## config.mk

```make
export PLATFORM = sky130hd
export DESIGN_NAME = mem_port_arbiter
export DESIGN_NICKNAME = d
export VERILOG_FILES = /design/src/rtl/mem_port_arbiter.sv
export SDC_FILE = /design/constraint.sdc
export NUM_CORES = 1
export LEC_CHECK = 0
export CAP_MARGIN = 40
export CELL_PAD_IN_SITES_DETAIL_PLACEMENT = 0
export CELL_PAD_IN_SITES_GLOBAL_PLACEMENT = 1
export CORE_UTILIZATION = 23
export DETAILED_ROUTE_END_ITERATION = 6
export HOLD_SLACK_MARGIN = 0.08
export PLACE_DENSITY = 0.86
export SYNTH_ARGS = -nofsm -noshare
export SYNTH_HDL_FRONTEND = slang
export SYNTH_SLANG_ARGS = --single-unit
```

## constraint.sdc

```tcl
create_clock -name clk -period 2.8 [get_ports clk]
set_clock_uncertainty 0.15 [all_clocks]
set_input_delay 0.56 -clock clk [delete_from_list [all_inputs] [get_ports clk]]
set_output_delay 0.56 -clock clk [all_outputs]
set_load 0.01 [all_outputs]
```

## src/rtl/mem_port_arbiter.sv

```systemverilog
// Arbitrates one single-port synchronous memory between the instruction-fetch
// port and the load/store port; D has priority, with a starvation guard for IF.
module mem_port_arbiter #(
  parameter int unsigned STARVE_LIMIT = 4,
  parameter int unsigned CNT_W        = 3
) (
  input  logic        clk,
  input  logic        rst,
  input  logic        if_req_i,
  input  logic [31:0] if_addr_i,
  output logic        if_gnt_o,
  output logic        if_rvalid_o,
  output logic [31:0] if_rdata_o,
  output logic        if_err_o,
  input  logic        d_req_i,
  input  logic        d_we_i,
  input  logic [31:0] d_addr_i,
  input  logic [31:0] d_wdata_i,
  output logic        d_gnt_o,
  output logic        d_rvalid_o,
  output logic [31:0] d_rdata_o,
  output logic        d_err_o,
  output logic        mem_en_o,
  output logic        mem_we_o,
  output logic [31:0] mem_addr_o,
  output logic [31:0] mem_wdata_o,
  input  logic [31:0] mem_rdata_i
);

  typedef enum logic [1:0] {IDLE, ACCESS, RESP} state_e;

  localparam logic [CNT_W-1:0] LIMIT = CNT_W'(STARVE_LIMIT);

  state_e           state_q, state_d;
  logic [CNT_W-1:0] starveCnt_q, starveCnt_d;
  logic             ownerD_q, ownerD_d;
  logic             we_q, we_d;
  logic             err_q, err_d;
  logic             memEn_q, memEn_d;
  logic             memWe_q, memWe_d;
  logic [31:0]      memAddr_q, memAddr_d;
  logic [31:0]      memWdata_q, memWdata_d;

  logic        acceptPt, dWins, ifWins, grant;
  logic        selWe, selAligned;
  logic [31:0] selAddr, selWdata, respData;

  // Arbitration is only open in IDLE and RESP, which lets RESP overlap a new grant.
  always_comb begin
    acceptPt   = !rst && (state_q == IDLE || state_q == RESP);
    dWins      = acceptPt && d_req_i && (!if_req_i || starveCnt_q < LIMIT);
    ifWins     = acceptPt && if_req_i && !dWins;
    grant      = dWins || ifWins;
    selAddr    = dWins ? d_addr_i : if_addr_i;
    selWe      = dWins && d_we_i;
    selWdata   = dWins ? d_wdata_i : 32'h0;
    selAligned = (selAddr[1:0] == 2'b00);
  end

  always_comb begin
    state_d     = state_q;
    starveCnt_d = starveCnt_q;
    ownerD_d    = ownerD_q;
    we_d        = we_q;
    err_d       = err_q;
    memEn_d     = 1'b0;
    memWe_d     = 1'b0;
    memAddr_d   = 32'h0;
    memWdata_d  = 32'h0;
    case (state_q)
      IDLE, RESP: begin
        if (grant) begin
          state_d  = ACCESS;
          ownerD_d = dWins;
          we_d     = selWe;
          err_d    = !selAligned;
          // Memory strobes are prepared here so they appear registered in ACCESS.
          if (selAligned) begin
            memEn_d    = 1'b1;
            memWe_d    = selWe;
            memAddr_d  = selAddr;
            memWdata_d = selWdata;
          end
        end else begin
          state_d = IDLE;
        end
      end
      ACCESS:  state_d = RESP;
      default: state_d = IDLE;
    endcase
    if (acceptPt) begin
      if (ifWins || !if_req_i) begin
        starveCnt_d = '0;
      end else if (dWins && starveCnt_q < LIMIT) begin
        starveCnt_d = starveCnt_q + 1'b1;
      end
    end
  end

  always_ff @(posedge clk or posedge rst) begin
    if (rst) begin
      state_q     <= IDLE;
      starveCnt_q <= '0;
      ownerD_q    <= 1'b0;
      we_q        <= 1'b0;
      err_q       <= 1'b0;
      memEn_q     <= 1'b0;
      memWe_q     <= 1'b0;
      memAddr_q   <= 32'h0;
      memWdata_q  <= 32'h0;
    end else begin
      state_q     <= state_d;
      starveCnt_q <= starveCnt_d;
      ownerD_q    <= ownerD_d;
      we_q        <= we_d;
      err_q       <= err_d;
      memEn_q     <= memEn_d;
      memWe_q     <= memWe_d;
      memAddr_q   <= memAddr_d;
      memWdata_q  <= memWdata_d;
    end
  end

  always_comb begin
    respData    = (!we_q && !err_q) ? mem_rdata_i : 32'h0;
    if_rvalid_o = (state_q == RESP) && !ownerD_q;
    d_rvalid_o  = (state_q == RESP) && ownerD_q;
    if_rdata_o  = if_rvalid_o ? respData : 32'h0;
    d_rdata_o   = d_rvalid_o ? respData : 32'h0;
    if_err_o    = if_rvalid_o && err_q;
    d_err_o     = d_rvalid_o && err_q;
  end

  assign if_gnt_o    = ifWins;
  assign d_gnt_o     = dWins;
  assign mem_en_o    = memEn_q;
  assign mem_we_o    = memWe_q;
  assign mem_addr_o  = memAddr_q;
  assign mem_wdata_o = memWdata_q;

endmodule
```

Yosys cells after proc, flatten, opt, wreduce, memory -nomap -nowiden --
Cells that the tools add are included.
Word-level totals: bits in latches 0, output and inout bits 136, memory bits (read-only) 0, input bits 133, memories kept 0, flip-flop bits (word level) 74, memory bits (writable) 0
Cells by class: bitwise gates (word level) 0, $add $sub $neg 1, reductions and logical operators 29, multiply operators 0, mux-type cells 21, shift-type cells 0, divide/modulo/power cells 0, magnitude comparators 1, equality and inequality tests 2
Operators with widths (number):
- $mux 32 | 11
- $logic_and 1x1->1 | 12
- $logic_not 1->1 | 7
- $mux 1 | 7
- $mux 3 | 2
- $logic_not 2->1 | 2
- $logic_or 1x1->1 | 4
- $pmux 2 s2 | 1
- $reduce_and 2->1 | 2
- $add 3x1->3 const B | 1
- $lt 3x3->1 const B | 1
- $eq 2x1->1 const B | 1
- $eq 2x2->1 const B | 1
- $reduce_bool 2->1 | 1
- $reduce_or 2->1 | 1

Depth between registers and ports, before layout --
depth in word-level cells 10, gate-level depth with buffers 6, depth with buffers taken out 3

Worst setup path after synthesis --
Ideal clock, no wire load.
path type input port to output port, start input port rst, end output port d_gnt_o, stages 5, buffers on the path 3, data arrival time 1.457 ns, required time 2.090 ns, setup slack 0.633 ns, cell sequence nor2_1 and3_1 buf_2 clkbuf_8 clkbuf_1
Between the ends: word-level cells in the longest chain between the ends 4
RTL lines:
- from (decl) | RTL line 8 | input logic rst,
- $logic_not 1->1 (no source line)
- $logic_and 1x1->1 | RTL line 50 | acceptPt = !rst && (state_q == IDLE || state_q == RESP);
- $logic_and 1x1->1 (2 in a row) | RTL line 51 | dWins = acceptPt && d_req_i && (!if_req_i || starveCnt_q < LIMIT);
- to (decl) | RTL line 19 | output logic d_gnt_o,
Every way passes these cells.

Worst setup path in the final report --
start register state_q[0], end output port d_rdata_o[0]
Between the ends: word-level cells in the longest chain between the ends 3
RTL lines:
- from (decl) | RTL line 34 | state_e state_q, state_d;
- from (signal assigned) | RTL line 112 | state_q <= state_d;
- $eq 2x2->1 | RTL line 127 | d_rvalid_o = (state_q == RESP) && ownerD_q;
- $logic_and 1x1->1 | RTL line 127
- $mux 32 | RTL line 129 | d_rdata_o = d_rvalid_o ? respData : 32'h0;
- to (decl) | RTL line 21 | output logic [31:0] d_rdata_o,
Every way passes these cells.

==> results <==
## through the flow
step	worst slack, ns	hold slack (ns)	util	std cells
floorplan	0.2084	0.2587	-	268
global placement	0.03972	0.2695	0.4542	694
detailed placement	-0.006398	0.2849	0.4542	694
CTS	0.04305	0.2928	0.4782	709
global route	0.005761	0.3317	0.4813	710
finish	0.05846	0.3037	0.4813	710
## worst max-delay path by stage
stage                    start        endpoint  depth (start not counted)
global route        state_q[0]  if_rdata_o[15]                          4
global placement      if_req_i        if_gnt_o                          4
floorplan                  rst           err_q                          1
finish              state_q[0]    d_rdata_o[0]                          4
detailed placement    if_req_i        if_gnt_o                          4
CTS                 state_q[0]  if_rdata_o[18]                          4
## layout make-up
cell class,instances,share of cell area
repair buffers,282,0.4452
flip-flops and latches,74,0.2862
multi-input cells,160,0.1840
clock buffers,9,0.03478
well taps,176,0.03401
clock inverters,6,0.01411
inverters,3,0.001739
## critical path: stages (launching register included)
cell and delay (ns):
dfrtp_2 0.47, and3b_1 0.25, buf_6 0.22, and3_1 0.22, clkdlybuf4s50_1 0.54
## cells in the mapped netlist
library cell,instances
clkbuf_8,1
o32ai_4,1
clkbuf_1,15
or3b_1,1
buf_8,1
and2_1,2
ha_1,1
dfrtp_1,74
nor3b_1,1
nand2_1,2
nor2b_1,1
inv_1,3
o2bb2ai_1,1
nand4_1,1
buf_6,7
nand3_1,1
nor2_1,4
a32o_2,26
mux2i_1,2
a21o_2,1
a21o_1,1
nor3_1,1
a32o_1,4
and3b_1,1
buf_1,2
o21ai_0,5
and2b_2,1
o21a_1,1
conb_1,1
buf_2,5
and3_1,98
or2_4,1
## cell families after synthesis
group / Yosys count
other: 1
buffers and inverters: 34
AOI/OAI and AO/OA: 40
and+or+nand+nor: 115
DFF: 74
adders and majority gates: 1
muxes: 2
## flip-flops by register name (all words and copies together), names as in the netlist
register	cells
mem_we_o	1
we_q	1
state_q	2
err_q	1
mem_wdata_o	32
mem_addr_o	32
ownerD_q	1
mem_en_o	1
starveCnt_q	3
## power by group
part           total, W  switching [W]  internal, W  leakage, nW
clock network   0.00124       0.000460     0.000780        0.156
registers       0.00112      0.0000200      0.00110         1.01
logic          0.000486       0.000195     0.000291         2.16
total           0.00285       0.000675      0.00217         3.33
## timing repair
action | 4_1_cts | 5_1_grt
setup endpoints to repair | 3 | 16
pin swaps | 0 | 1
gates resized for setup | 3 | 14
gates cloned | 0 | 1
hold buffers | 0 | 0
## per-layer routing
metal | routed length, um | vias up
met5 | 0 | -
met4 | 243 | 0
met3 | 1459 | 13
met2 | 5932 | 204
met1 | 4097 | 1575
li1 | - | 1511
==> metrics.txt <==
status finished, final reports clean; synthesis-to-finish area growth 100.7%; Hold Startpoint state_q[1]; clock buffers created by TritonCTS 9; achievable clock frequency about 360 MHz; synth top area cells dfrtp_1 57%, and3_1 19%, a32o_2 9.1%; Post-Synth XOR/XNOR Area 0; setup TNS 0 ns; fin nets about 660; RSZ-0062 raised after global routing false; total global routing track utilization 0.1568; register clock-pin slew on the reported worst setup and hold paths around 0.060 ns; row count 42; hpwl dp between 8 and 9 mm; sequential share of the synthesized area 0.5739; Post-Syn Area between 0.003 and 0.004 mm^2; Die X ~120 um; Vias about 3300; Final min period 2.742 ns; Final Hold Fails 0; vias per cell approximately 4.7; commonest non-fill, non-tap cell in the layout clkdlybuf4s50_1; CP Launch Type flop; register area roughly 0.0019 mm^2; largest net degree at the start of global routing 68; met2 Use GR 0.2827; final setup vio count 0; worst-case clock buffer depth 2; Rel. slew slack 0.5830; design area approximately 0.0065 mm^2; Final Wtd Congestion between 0.7 and 0.8; # Max-Cap Violations 0; total global routing overflow 0; post-DR wirelength/cell approximately 17 um; total power about 0.0028 W; global routing usage on met3 0.06415; Leak 3.328 nW; Max IR drop VDD approximately 0.00030 V; Final period util 0.9791; post-synthesis instance total between 200 and 300; CTS tree built; depth of the CTS H-tree 3; hold endpoint state_q[1]; Yosys reg bits between 70 and 80; drt first pass iters 4; # fillers between 1000 and 1500; Die Height between 100 and 150 um; post-synthesis adder-cell area fraction 0.003877; number of global-route vias before repair between 3000 and 4000; R2R depth 5; post-synthesis compound-gate area fraction 0.1295; worst reg-to-reg setup slack between 0.7 and 0.8 ns; Post-DRT Antenna Nets 0; initial antenna violation count 0; Initial Utilization 0.2399; Residual DRC 0; grt met1 use 0.1589; Crit Reg-Reg Endpoint mem_addr_o[28]; area of the multi-input gates ~0.0012 mm^2; Port Buffers between 200 and 300; Slew Limit Fails 0; busiest layer in global routing met2; Critical Path End Type primary output; largest family of logic cells by synthesized area simple AND/OR/NAND/NOR gates; Max Fanout on Critical Path 34; Post-Synth Simple-Gate Area 0.2210; clock sink total 74; Ports 269; layout cells sized above 1 0.1217; dominant cell type by area after synthesis dfrtp_1; Post CTS Setup Buffer Count 0; slew of the pin with the lowest slew margin between 0.6 and 0.7 ns; total number of yosys warnings 0; first-pass GRT wire length ~18 mm; placed inst area 0.006111 mm^2; worst r2r src state_q[0]; Setup Crit Path Kind flop to primary output; initial drt markers between 100 and 150; final WL approximately 12 mm; Antenna Cells 0; Die ar. 0.01451 mm^2; worst min path class flop to flop; CP required approximately 2.1 ns; total core area approximately 0.013 mm^2; mux share of post-synthesis cell area 0.006204; Synth Area per Inst 12.09 um^2; Yosys cell types 32; clock latency on the worst-skew pair about 0.32 ns; Cell Pwr Density ~440 mW/mm^2; commonest cells after routing, fill and taps aside 258 x clkdlybuf4s50_1, 97 x and3_1, 73 x dfrtp_1; hold depth 1; clock tree root buffer cell clkbuf_16; post-synth top area share 0.5739; Arr. time, crit path between 2 and 2.5 ns
Note: power is estimated with default switching activity, not from simulation.
